## src/rtl/mpu_pkg.sv

```systemverilog
// -----------------------------------------------------------------------------
// mpu_pkg
// Shared definitions for the MPU command front end and the execute datapath:
// sequencer state encoding, status LED codes, command word geometry and the
// error display pattern.
// -----------------------------------------------------------------------------
package mpu_pkg;

    // Sequencer states
    typedef enum logic [3:0] {
        ST_IDLE  = 4'd0,
        ST_GET0  = 4'd1,
        ST_GET1  = 4'd2,
        ST_GET2  = 4'd3,
        ST_GET3  = 4'd4,
        ST_ISSUE = 4'd5,
        ST_WAIT  = 4'd6,
        ST_DONE  = 4'd7,
        ST_ERR   = 4'd8
    } state_t;

    // Status LED codes, bit order {err, done, busy, entering}
    localparam logic [3:0] LED_IDLE  = 4'b0000;
    localparam logic [3:0] LED_ENTER = 4'b0001;
    localparam logic [3:0] LED_BUSY  = 4'b0010;
    localparam logic [3:0] LED_DONE  = 4'b0100;
    localparam logic [3:0] LED_ERR   = 4'b1000;

    // Command word geometry: NIBBLES nibbles, first captured nibble on top
    localparam int NIBBLES    = 4;
    localparam int NIB_W      = 4;
    localparam int CMD_W      = NIBBLES * NIB_W;
    localparam int OPCODE_MSB = CMD_W - 1;
    localparam int OPCODE_LSB = CMD_W - NIB_W;

    // Display pattern shown when the datapath never answered
    localparam logic [7:0] ERR_DISP = 8'hEE;

    // LSB position of command nibble idx (idx 0 is the opcode)
    function automatic int nibble_lsb(input int idx);
        return OPCODE_LSB - (NIB_W * idx);
    endfunction

endpackage

```

## src/rtl/btn_press_filter.sv

```systemverilog
// -----------------------------------------------------------------------------
// btn_press_filter
// Turns a raw, asynchronous push-button into a single-cycle press pulse.
// Two-flop synchronizer, then a saturating count of consecutive high samples.
// The pulse fires when the count reaches DEB_CYCLES; because the count
// saturates, another pulse needs a synchronized low sample first.
//
// Ports:
//   i_clk    in   system clock
//   i_rst    in   asynchronous active-high reset
//   i_btn    in   raw button level (asynchronous to i_clk)
//   o_press  out  registered one-cycle press pulse
// -----------------------------------------------------------------------------
module btn_press_filter #(
    parameter int DEB_CYCLES = 2
) (
    input  logic i_clk,
    input  logic i_rst,
    input  logic i_btn,
    output logic o_press
);

    localparam int CNT_W = $clog2(DEB_CYCLES + 1);
    localparam logic [CNT_W-1:0] CNT_LAST = CNT_W'(DEB_CYCLES - 1);
    localparam logic [CNT_W-1:0] CNT_FULL = CNT_W'(DEB_CYCLES);

    logic             r_meta;
    logic             r_sync;
    logic [CNT_W-1:0] r_cnt;
    logic             r_press;

    // Bring the button into the clock domain
    always_ff @(posedge i_clk or posedge i_rst) begin
        if (i_rst) begin
            r_meta <= 1'b0;
            r_sync <= 1'b0;
        end else begin
            r_meta <= i_btn;
            r_sync <= r_meta;
        end
    end

    // Stable-high counter with one-shot on reaching DEB_CYCLES
    always_ff @(posedge i_clk or posedge i_rst) begin
        if (i_rst) begin
            r_cnt   <= {CNT_W{1'b0}};
            r_press <= 1'b0;
        end else if (!r_sync) begin
            r_cnt   <= {CNT_W{1'b0}};
            r_press <= 1'b0;
        end else if (r_cnt == CNT_FULL) begin
            // Saturated: held button, wait for release before rearming
            r_cnt   <= r_cnt;
            r_press <= 1'b0;
        end else begin
            r_cnt   <= r_cnt + CNT_W'(1);
            r_press <= (r_cnt == CNT_LAST);
        end
    end

    assign o_press = r_press;

endmodule

```

## src/rtl/mpu_cmd_sequencer.sv

```systemverilog
// -----------------------------------------------------------------------------
// mpu_cmd_sequencer
// Front-end controller for the MPU datapath. Collects four switch nibbles on
// successive enter presses into a command word, offers it over valid/ready,
// then waits for the result strobe under a watchdog and reports through the
// status LEDs and two display nibbles.
//
// Ports:
//   i_clk        in   system clock
//   i_rst        in   asynchronous active-high reset
//   i_enter      in   raw enter button
//   i_sw         in   switch nibble, captured on an accepted press
//   o_cmd_valid  out  command word valid
//   i_cmd_ready  in   datapath accepts command
//   o_cmd_word   out  {n0,n1,n2,n3}, n0 = opcode
//   i_res_valid  in   one-cycle result strobe
//   i_res_data   in   result byte
//   o_led        out  {err, done, busy, entering}
//   o_disp_hi    out  left display nibble
//   o_disp_lo    out  right display nibble
// -----------------------------------------------------------------------------
module mpu_cmd_sequencer
    import mpu_pkg::*;
#(
    parameter int DEB_CYCLES = 2,
    parameter int TIMEOUT    = 1024
) (
    input  logic             i_clk,
    input  logic             i_rst,
    input  logic             i_enter,
    input  logic [3:0]       i_sw,
    output logic             o_cmd_valid,
    input  logic             i_cmd_ready,
    output logic [15:0]      o_cmd_word,
    input  logic             i_res_valid,
    input  logic [7:0]       i_res_data,
    output logic [3:0]       o_led,
    output logic [3:0]       o_disp_hi,
    output logic [3:0]       o_disp_lo
);

    localparam int WD_W = $clog2(TIMEOUT);
    localparam logic [WD_W-1:0] WD_LAST = WD_W'(TIMEOUT - 1);

    logic             w_press;

    state_t           r_state;
    state_t           w_state_nx;
    logic [CMD_W-1:0] r_cmd_word;
    logic [CMD_W-1:0] w_word_nx;
    logic             r_cmd_valid;
    logic             w_valid_nx;
    logic [WD_W-1:0]  r_wdog;
    logic [WD_W-1:0]  w_wdog_nx;
    logic [3:0]       r_led;
    logic [3:0]       w_led_nx;
    logic [3:0]       r_disp_hi;
    logic [3:0]       r_disp_lo;
    logic [7:0]       w_result_nx;
    logic [7:0]       w_disp_nx;

    btn_press_filter #(
        .DEB_CYCLES (DEB_CYCLES)
    ) u_enter_filter (
        .i_clk   (i_clk),
        .i_rst   (i_rst),
        .i_btn   (i_enter),
        .o_press (w_press)
    );

    // Next state, command capture, watchdog and result latch
    always_comb begin
        w_state_nx  = r_state;
        w_word_nx   = r_cmd_word;
        w_wdog_nx   = r_wdog;
        w_result_nx = {r_disp_hi, r_disp_lo};
        case (r_state)
            ST_IDLE: begin
                w_word_nx = {CMD_W{1'b0}};
                if (w_press) begin
                    w_state_nx = ST_GET0;
                end else begin
                    w_state_nx = ST_IDLE;
                end
            end
            ST_GET0: begin
                if (w_press) begin
                    w_word_nx[nibble_lsb(0) +: NIB_W] = i_sw;
                    w_state_nx = ST_GET1;
                end else begin
                    w_state_nx = ST_GET0;
                end
            end
            ST_GET1: begin
                if (w_press) begin
                    w_word_nx[nibble_lsb(1) +: NIB_W] = i_sw;
                    w_state_nx = ST_GET2;
                end else begin
                    w_state_nx = ST_GET1;
                end
            end
            ST_GET2: begin
                if (w_press) begin
                    w_word_nx[nibble_lsb(2) +: NIB_W] = i_sw;
                    w_state_nx = ST_GET3;
                end else begin
                    w_state_nx = ST_GET2;
                end
            end
            ST_GET3: begin
                if (w_press) begin
                    w_word_nx[nibble_lsb(3) +: NIB_W] = i_sw;
                    w_state_nx = ST_ISSUE;
                end else begin
                    w_state_nx = ST_GET3;
                end
            end
            ST_ISSUE: begin
                if (r_cmd_valid && i_cmd_ready) begin
                    w_state_nx = ST_WAIT;
                    w_wdog_nx  = {WD_W{1'b0}};
                end else begin
                    w_state_nx = ST_ISSUE;
                end
            end
            ST_WAIT: begin
                // A result arriving on the last watchdog cycle still counts
                if (i_res_valid) begin
                    w_state_nx  = ST_DONE;
                    w_result_nx = i_res_data;
                end else if (r_wdog == WD_LAST) begin
                    w_state_nx  = ST_ERR;
                    w_result_nx = ERR_DISP;
                end else begin
                    w_state_nx = ST_WAIT;
                    w_wdog_nx  = r_wdog + WD_W'(1);
                end
            end
            ST_DONE, ST_ERR: begin
                if (w_press) begin
                    w_state_nx  = ST_IDLE;
                    w_word_nx   = {CMD_W{1'b0}};
                    w_result_nx = 8'h00;
                end else begin
                    w_state_nx = r_state;
                end
            end
            default: begin
                w_state_nx  = ST_IDLE;
                w_word_nx   = {CMD_W{1'b0}};
                w_result_nx = 8'h00;
            end
        endcase
    end

    // Output values for the state being entered, so every output is a flop
    always_comb begin
        w_valid_nx = 1'b0;
        w_led_nx   = LED_IDLE;
        w_disp_nx  = 8'h00;
        case (w_state_nx)
            ST_IDLE: begin
                w_led_nx  = LED_IDLE;
                w_disp_nx = 8'h00;
            end
            ST_GET0: begin
                w_led_nx  = LED_ENTER;
                w_disp_nx = {4'd0, i_sw};
            end
            ST_GET1: begin
                w_led_nx  = LED_ENTER;
                w_disp_nx = {4'd1, i_sw};
            end
            ST_GET2: begin
                w_led_nx  = LED_ENTER;
                w_disp_nx = {4'd2, i_sw};
            end
            ST_GET3: begin
                w_led_nx  = LED_ENTER;
                w_disp_nx = {4'd3, i_sw};
            end
            ST_ISSUE: begin
                w_valid_nx = 1'b1;
                w_led_nx   = LED_BUSY;
            end
            ST_WAIT: begin
                w_led_nx = LED_BUSY;
            end
            ST_DONE: begin
                w_led_nx  = LED_DONE;
                w_disp_nx = w_result_nx;
            end
            ST_ERR: begin
                w_led_nx  = LED_ERR;
                w_disp_nx = w_result_nx;
            end
            default: begin
                w_led_nx  = LED_IDLE;
                w_disp_nx = 8'h00;
            end
        endcase
    end

    // State and output registers; reset abandons any in-flight command
    always_ff @(posedge i_clk or posedge i_rst) begin
        if (i_rst) begin
            r_state     <= ST_IDLE;
            r_cmd_word  <= {CMD_W{1'b0}};
            r_cmd_valid <= 1'b0;
            r_wdog      <= {WD_W{1'b0}};
            r_led       <= LED_IDLE;
            r_disp_hi   <= 4'h0;
            r_disp_lo   <= 4'h0;
        end else begin
            r_state     <= w_state_nx;
            r_cmd_word  <= w_word_nx;
            r_cmd_valid <= w_valid_nx;
            r_wdog      <= w_wdog_nx;
            r_led       <= w_led_nx;
            r_disp_hi   <= w_disp_nx[7:4];
            r_disp_lo   <= w_disp_nx[3:0];
        end
    end

    assign o_cmd_valid = r_cmd_valid;
    assign o_cmd_word  = r_cmd_word;
    assign o_led       = r_led;
    assign o_disp_hi   = r_disp_hi;
    assign o_disp_lo   = r_disp_lo;

endmodule

```

## config.mk

```make
export PLATFORM = sky130hd
export DESIGN_NAME = mpu_cmd_sequencer
export DESIGN_NICKNAME = d
export VERILOG_FILES = /design/src/rtl/mpu_pkg.sv /design/src/rtl/btn_press_filter.sv /design/src/rtl/mpu_cmd_sequencer.sv
export SDC_FILE = /design/constraint.sdc
export NUM_CORES = 1
export LEC_CHECK = 0
export BUFFER_PORTS_ARGS = -buffer_cell sky130_fd_sc_hd__buf_4
export CELL_PAD_IN_SITES_DETAIL_PLACEMENT = 1
export CELL_PAD_IN_SITES_GLOBAL_PLACEMENT = 1
export CORE_UTILIZATION = 42
export CTS_CLUSTER_DIAMETER = 80
export CTS_CLUSTER_SIZE = 14
export DETAILED_ROUTE_END_ITERATION = 16
export PLACE_DENSITY_LB_ADDON = 0.05
export SETUP_SLACK_MARGIN = 0.3
export SLEW_MARGIN = 0
export SYNTH_ARGS = -nofsm -noshare
export SYNTH_HDL_FRONTEND = slang
export SYNTH_SLANG_ARGS = --single-unit
```

## constraint.sdc

```tcl
create_clock -name i_clk -period 2.3 [get_ports i_clk]
set_input_delay 0.575 -clock i_clk [delete_from_list [all_inputs] [get_ports i_clk]]
set_output_delay 0.575 -clock i_clk [all_outputs]
set_load 0.02 [all_outputs]
```

# == After elaboration in Yosys (flattened, before gate mapping) ==
# Cells that the tools add are included.
# op_classes
n_eq_ne,31
n_mux,31
bitwise,4
addsub,2
n_reduce_logical,18
# op_table
operator,count
case mux 4 bit (3 select lines),4
case mux 8 bit (5 select lines),1
"== test 4 x 3 -> 1 bit, second input constant",8
case mux 4 bit (8 select lines),1
2-to-1 mux 10 bit,3
2-to-1 mux 8 bit,3
case mux 8 bit (3 select lines),1
case mux 10 bit (2 select lines),1
OR reduction 5 bit,4
"== test 4 x 2 -> 1 bit, second input constant",4
2-to-1 mux 16 bit,1
2-to-1 mux 4 bit,4
case mux 4 bit (4 select lines),1
AND reduction 3 bit,5
"adder 10 x 1 -> 10 bit, second input constant",1
"== test 10 bit, second input constant",1
"!= test 2 x 1 -> 1 bit, second input constant",5
"!= test 2 bit, second input constant",5
"== test 4 x 1 -> 1 bit, second input constant",2
"== test 4 bit, second input constant",2
2-to-1 mux 2 bit,4
2-to-1 mux 1 bit,6
OR reduction 2 bit,3
OR reduction 6 bit,1
12 further kinds,15
# totals
regBits,48
in_bits,17
output_inout_bits,29
elab_cells,100

# == Logic depth before layout (Yosys ltp) ==
# Gate-level depths: netlist of run 1.
# logic_depth
depth_word,8
depth_mapped,8

# == Cells and area by module ==
# Synthesis of run 1 repeated with hierarchy kept, for this count alone.
# unflattened
cells_unflattened,245
hier_area_um2,2353.5
# by_module_without_submodules
module,cells_each,seq_area_each_um2,instances,area_each_um2
mpu_cmd_sequencer,229,1076.0,1,2149.6
btn_press_filter,16,125.1,1,203.9

# == Worst setup path after synthesis of run 1 ==
# OpenSTA, ideal clock, no wires.
# synth_timing
kind,reg2reg
startpoint,register r_wdog[0]
endpoint,register r_wdog[3]
period_less_slack_ns,1.839
setup_ns,0.077
stages_incl_launch_ff,7
slack_ns,0.461
t_required_ns,2.223
arrival_ns,1.761
cell_sequence,dfrtp_1 ha_1 and4_1 a41oi_2 nor3_2 or4_1 a21oi_1
# synth_via
elab_chain_len,4
# synth_rtl
item,line,text
start: declaration,mpu_cmd_sequencer.sv:53,logic [WD_W-1:0] r_wdog;
start signal: assignment,mpu_cmd_sequencer.sv:210,r_wdog <= {WD_W{1'b0}};
start signal: assignment,mpu_cmd_sequencer.sv:218,r_wdog <= w_wdog_nx;
adder 10 x 1 -> 10 bit,mpu_cmd_sequencer.sv:136,w_wdog_nx = r_wdog + WD_W'(1);
2-to-1 mux 10 bit,mpu_cmd_sequencer.sv:131,end else if (r_wdog == WD_LAST) begin
2-to-1 mux 10 bit,mpu_cmd_sequencer.sv:128,if (i_res_valid) begin
case mux 10 bit (2 select lines),mpu_cmd_sequencer.sv:77,case (r_state)
# Several ways; a longest one is shown, not always the timed one. The select of a mux whose other input is x is not followed.
# A chain may end at the register's enable or synchronous reset.

# == Worst setup path after layout of run 1 ==
# layout_timing
startpoint,register r_state[0]
endpoint,register r_wdog[8]
# layout_via
elab_chain_len,3
# layout_rtl
item,line,text
start: declaration,mpu_cmd_sequencer.sv:47,state_t r_state;
start signal: assignment,mpu_cmd_sequencer.sv:215,r_state <= w_state_nx;
== test 4 x 3 -> 1 bit,mpu_cmd_sequencer.sv:77,
!= test 2 bit (no source line) / nonzero test 2 bit (equally long branches),-,
AND reduction 4 bit (no source line),-,
# Several ways; a longest one is shown, not always the timed one.

==> summary.txt, run 1 <==
Synthesis
  – Synth cell types: 51
  – FFs w/ async S/R, synth: 1.00
  – Synthesized flop and latch total: 48
  – Synth Cell Area: roughly 2600 um^2
  – Top post-synthesis cells by area: dfrtp_1 (47%), nand2_1 (4.4%), mux2i_1 (3.9%)
  – Post-synth EDFFs: 0
  – Gate Count Post-Synth: 267
  – Area share of the leading cell type in the synthesized netlist: 0.470
  – Mapped Avg Cell Area: 9.56 um^2
  – Post-synth top cells: dfrtp_1 (48), nand2_1 (30), inv_1 (23)
  – Sequential share of the synthesized area: 0.470
  – Post-synth top area cell: dfrtp_1
  – Main flop type after synthesis: dfrtp_1
  – Syn nets: about 290
  – Most frequent cell after synthesis: dfrtp_1
  – Yosys Warn Count: 0

Critical path
  – Crit-path slowest cell: or4_1
  – CP Capture Type: flop
  – Crit path max-delay family: simple AND/OR/NAND/NOR gates
  – WS Path Type: reg2reg
  – Worst EP arrival: 2230 ps
  – Maximum fanout along the worst path: 5
  – CP required: 2550 ps
  – Crit-path cells: buf_6, nand4bb_4, a41oi_4, nor3_4, buf_6, or4_1, a21oi_1
  – Most frequent CP cell: buf_6
  – Crit-path max cell delay: roughly 470 ps
  – CP startpoint kind: flop
  – Reg2Reg Setup Slack: 320 ps
  – R2R Path End: r_wdog[8]$_DFFE_PP0P_
  – Reg2reg start: r_state[0]$_DFF_PP0_
  – Buffer and inverter count on the worst path: 2
  – R2R depth: 7

Floorplan
  – Num ports: 46
  – Die Span Y: 80.0 um
  – CORE AREA: 5890 um^2
  – Initial Utilization: 0.434
  – Num rows: 28
  – Die width: 80.0 um
  – Die area: 6400 um^2

Timing
  – Period utilization: 0.862
  – Max_slew headroom: 0.621
  – Slew Viols, Final: 0
  – Final Hold Viols: 0
  – Setup ws final: 318 ps
  – Hold slack: between 300 and 400 ps
  – Total Negative Setup Slacks: 0 ps
  – Final min period: 1980 ps
  – Final number of setup-violating endpoints: 0
  – RSZ-0062 raised after global routing: yes
  – Final clock skew: 6.11 ps
  – Slew at the pin closest to its max-slew limit: 568 ps
  – Maximum clock frequency: 505 MHz

Clocking
  – H-tree Lvls: 2
  – Worst-path clk slew: approximately 90 ps
  – CTS tree: built
  – CTS buffer count: 5
  – Clock root cell: clkbuf_8
  – Clock sinks: 48
  – Clock Tree Buf Depth: 2
  – Clk Latency, worst-skew pair: 310 ps

Place
  – I/O Buffers: 45
  – DP Worst Slack: between 150 and 200 ps
  – Routability cong.: 0.870
  – Final HPWL DP: 4.90 mm

Power
  – Int Pwr: 2.27 mW
  – Pleak: 1.54 nW
  – Sw Share: 0.424
  – Flop pwr share: 0.324
  – Logic pwr share: 0.540
  – Power Density: 1170 nW/um^2
  – Max VDD drop: 0.539 mV
  – P_sw: 1.67 mW
  – Clock Power Share: 0.136

Global route
  – First-pass GRT wire length: 11.4 mm
  – Largest net degree at the start of global routing: 26
  – Overall routing resource usage: 0.239
  – Antenna violations before repair: 0
  – Via count of the first global-routing pass: 2236
  – Gr ovfl total: 0

Route
  – Met1 WL: 3.48 mm
  – DRT antenna net count: 0
  – TritonRoute pass-1 iters: 4
  – Met2 routed WL: roughly 3.7 mm
  – Initial DRC count: 130
  – Vias per cell: 5.62
  – DRC Markers: 0
  – DR top layer: met4
  – Wirelength per Cell: 18.0 um
  – Via count: 2348
  – WL final: 7.54 mm
  – Met3 routed WL: 250 um

Layout
  – Layout cell share with drive strength beyond 1: 0.327
  – # diodes: 0
  – Synth-to-Final Area Change: 32.1%
  – Filler cells: 679
  – Final-stage net count: approximately 360

Worst hold path
  – Hold WC Path Type: in2async

Outcome
  – Outcome: finished clean

Job
  – Max_cap viols: 0
-- layout by cell type, fill, tap and decap left out, types with 3 or more instances in the layout --
cell type	count
buf_4	73
dfrtp_1	44
nand2_1	30
inv_1	22
nor2_1	13
nand3_1	13
o21ai_0	13
mux2i_1	10
a21oi_1	9
o31ai_1	8
nand2b_1	7
clkbuf_8	6
and3_1	5
o211ai_1	5
nor3_1	4
nor2b_1	4
o221ai_1	4
o21ai_1	4
a21oi_2	4
or4_1	4
buf_6	4
dfrtp_2	4
a22oi_1	3
and2_1	3
or4_4	3
-- worst max-delay path by stage --
stage / from / end / slack (ps) / cells past startpoint
2_1_floorplan: r_wdog[0]$_DFFE_PP0P_ / r_wdog[3]$_DFFE_PP0P_ / 460 / 6
3_3_place_gp: r_state[1]$_DFF_PP0_ / r_wdog[5]$_DFFE_PP0P_ / 250 / 6
3_5_place_dp: r_state[1]$_DFF_PP0_ / r_wdog[7]$_DFFE_PP0P_ / 160 / 6
4_1_cts: r_wdog[0]$_DFFE_PP0P_ / r_wdog[7]$_DFFE_PP0P_ / 320 / 7
5_1_grt: r_wdog[5]$_DFFE_PP0P_ / o_disp_lo[2]$_DFFE_PP0P_ / 220 / 5
6_report: r_state[0]$_DFF_PP0_ / r_wdog[8]$_DFFE_PP0P_ / 320 / 7
-- through the flow --
step                cells  utilization  total power [mW]  area (um^2)
floorplan             267            -              2.47         2550
global placement      392        0.515              3.06         3030
detailed placement    392        0.515              3.10         3030
CTS                   406        0.540              3.71         3180
global route          418        0.573              4.21         3370
finish                418        0.573              3.95         3370
-- state kept, by name, summed over array words and instances (netlist names) --
signal and flops:
u_enter_filter.r_cnt 2, u_enter_filter.o_press 1, u_enter_filter.r_meta 1, r_state 4, o_disp_hi 4, o_cmd_valid 1, u_enter_filter.r_sync 1, o_cmd_word 16
r_wdog 10, o_disp_lo 4, o_led 4
-- cells by family after synthesis --
kind of cell | after synthesis | share of synthesized area
adders and majority gates | 3 | 0.0147
xor gates and xnor gates | 2 | 0.00686
buffers and inverters | 34 | 0.0622
DFF | 48 | 0.470
and+or+nand+nor | 103 | 0.223
AOI/OAI and AO/OA | 67 | 0.183
muxes | 10 | 0.0392
-- power by group through the flow --
stage | sequential, mW | combinational (mW) | clock (mW)
after global routing | 1.31 | 2.31 | 0.584
final | 1.28 | 2.13 | 0.536
after CTS | 1.28 | 1.88 | 0.542
after floorplan | 1.44 | 1.03 | 0
after global placement | 1.31 | 1.74 | 0
after detailed placement | 1.33 | 1.77 | 0
-- what timing repair did --
| item | 4_1_cts | 5_1_grt |
|---|---|---|
| gates cloned | 0 | 2 |
| gates resized for setup | 5 | 22 |
| pin swaps | 1 | 12 |
| endpoints found under the hold margin | 0 | 0 |
| hold buffers | 0 | 0 |
| setup buffers | 6 | 10 |
| endpoints found under the setup margin | 18 | 17 |
-- routing by layer --
layer	vias up	GRT usage
li1	1113	-
met4	0	0.0857
met2	53	0.393
met5	-	0
met3	13	0.0377
met1	1169	0.316
-- layout make-up --
| cell class | instances | area (um^2) | share of cell area |
|---|---|---|---|
| Clock buffer | 8 | 90.1 | 0.0267 |
| Tap cell | 75 | 93.8 | 0.0278 |
| Sequential cell | 48 | 1210 | 0.358 |
| Inverter | 23 | 86.3 | 0.0256 |
| Timing Repair Buffer | 79 | 618 | 0.183 |
| Multi-Input combinational cell | 185 | 1280 | 0.379 |
No activity file was read; power rests on OpenSTA's default activity.
==> run 2, diff against run 1 <==
Settings changed: CORE_UTILIZATION 42 to 45.
Clock period 2.3 ns to 2.35 ns, I/O delays scaled along.
==> summary.txt, run 2 (synthesis gave the netlist of run 1 again) <==
Critical path
  – Reg2reg start: r_state[0]$_DFF_PP0_
  – Reg2Reg Setup Slack: 340 ps
  – CP required: 2570 ps
  – Crit-path max cell delay: 440 ps
  – Maximum fanout along the worst path: 10
  – WS Path Type: reg2reg
  – R2R depth: 6
  – Crit-path cells: buf_12, or2_4, a311o_1, o21ai_4, o211ai_1, o211ai_1
  – CP startpoint kind: flop
  – Crit-path slowest cell: dfrtp_2
  – Worst EP arrival: 2230 ps
  – Buffer and inverter count on the worst path: 1
  – CP Capture Type: flop
  – Setup crit start: r_state[0]$_DFF_PP0_
  – Crit path max-delay family: compound AO/OA/AOI/OAI gates
  – Most frequent CP cell: o211ai_1
  – R2R Path End: o_disp_lo[3]$_DFFE_PP0P_

Global route
  – GRT busiest layer: met2
  – Met1 Track Usage GR: 0.301
  – Via count of the first global-routing pass: 2323
  – Gr ovfl total: 0
  – GR Util met3: 0.0424
  – First-pass GRT wire length: 11.5 mm
  – Overall routing resource usage: 0.247
  – Met2 usage: 0.449
  – Antenna violations before repair: 0
  – Largest net degree at the start of global routing: 34

Layout
  – Synth-to-Final Area Change: 26.1%
  – Number of flip-flops in the largest register: 16
  – Most common cell after layout, fill and taps aside: buf_4
  – Core Util, Final: 0.588
  – Filler cells: 640
  – # diodes: 0
  – Layout cell share with drive strength beyond 1: 0.281
  – Final-stage net count: 347
  – Commonest cells after routing, fill and taps aside: buf_4 (61), dfrtp_1 (45), nand2_1 (29)

Floorplan
  – CORE AREA: between 5000 and 6000 um^2
  – Die area: 5980 um^2
  – Die width: around 77 um
  – Die Span Y: 77.3 um
  – Initial Utilization: 0.467
  – Num rows: 27
  – Num ports: 46

Route
  – Wirelength per Cell: ~17 um
  – DRT antenna net count: 0
  – WL final: about 6.9 mm
  – Via count: ~2.2k
  – Initial DRC count: 108
  – TritonRoute pass-1 iters: 7
  – Vias per cell: between 5 and 6
  – DRC Markers: 0

Clocking
  – H-tree Lvls: 2
  – Clock Tree Buf Depth: 2
  – Clock sinks: 48
  – CTS buffer count: 5
  – Hold Buf Count CTS: 0
  – Worst-path clk slew: roughly 90 ps
  – CTS tree: built
  – Clock root cell: clkbuf_8
  – Clk Latency, worst-skew pair: 310 ps

Power
  – Pleak: 1.45 nW
  – Power Density: 1140 nW/um^2
  – Max VDD drop: between 0.5 and 0.6 mV

Timing
  – Maximum clock frequency: between 400 and 500 MHz
  – RSZ-0062 raised after global routing: yes
  – Slew at the pin closest to its max-slew limit: 502 ps
  – Slew Viols, Final: 0
  – Max_slew headroom: 0.663
  – Total Negative Setup Slacks: 0 ps
  – Setup ws final: 339 ps
  – Final clock skew: between 10 and 15 ps
  – Final Hold Viols: 0
  – Period utilization: 0.856
  – Final number of setup-violating endpoints: 0
  – Final min period: 2010 ps

Place
  – Final HPWL DP: 4.94 mm
  – DP Worst Slack: around 140 ps
  – I/O Buffers: 45
  – Routability cong.: 0.839

Outcome
  – Outcome: finished clean

Worst hold path
  – Hold WC Path Type: in2async

Job
  – Max_cap viols: 0
## run 2: cell types whose count changed in the layout (fill, tap and decap cells not counted), moves of 2 or more
cell | before | now
clkbuf_1 | 2 | 0
or4_1 | 4 | 7
a21oi_2 | 4 | 2
buf_6 | 4 | 1
a21oi_1 | 9 | 11
buf_4 | 73 | 61
or4_4 | 3 | 0
## run 2: power by group
group / switching [mW] / internal (mW)
Combinational: 1.09 / 0.827
Clock: 0.280 / 0.202
Sequential: 0.208 / 1.06
## run 2: worst max-delay path by stage
stage | endpoint | cells past startpoint | slack, ps
detailed placement | r_wdog[7]$_DFFE_PP0P_ | 7 | 140
floorplan | r_wdog[3]$_DFFE_PP0P_ | 6 | 510
CTS | r_wdog[7]$_DFFE_PP0P_ | 7 | 310
finish | o_disp_lo[3]$_DFFE_PP0P_ | 6 | 340
global placement | r_wdog[9]$_DFFE_PP0P_ | 7 | 240
global route | r_wdog[6]$_DFFE_PP0P_ | 7 | 220
## run 2: routing by layer
metal	up-vias	routed length, um
met4	0	52
li1	1076	-
met2	24	3670
met3	5	132
met5	-	0
met1	1135	3030
## run 2: timing repair
item,CTS,global route
endpoints found under the setup margin,18,21
pin swaps,2,9
gates resized for setup,5,9
setup buffers,6,2
## run 2: worst register-to-register path: stages, from the launching register on
cell	delay [ps]
dfrtp_2	440
buf_12	150
or2_4	260
a311o_1	410
o21ai_4	130
o211ai_1	270
o211ai_1	270
## run 2: through the flow
stage / total power [mW] / cell area [um^2] / std cells / hold WS (ps)
after floorplan: 2.42 / 2550 / 267 / 331
after global placement: 2.95 / 3000 / 384 / 336
after detailed placement: 2.98 / 3000 / 384 / 347
after CTS: 3.58 / 3170 / 397 / 256
after global routing: 3.93 / 3220 / 399 / 268
final: 3.67 / 3220 / 399 / 247
## run 2: cell type report
type / instances / area, um^2 / area share
Clock inverter: 2 / 12.5 / 0.00389
Sequential cell: 48 / 1200 / 0.374
Multi-Input combinational cell: 185 / 1250 / 0.388
Timing Repair Buffer: 64 / 509 / 0.158
Clock buffer: 5 / 68.8 / 0.0214
Tap cell: 72 / 90.1 / 0.0280
Inverter: 23 / 86.3 / 0.0268
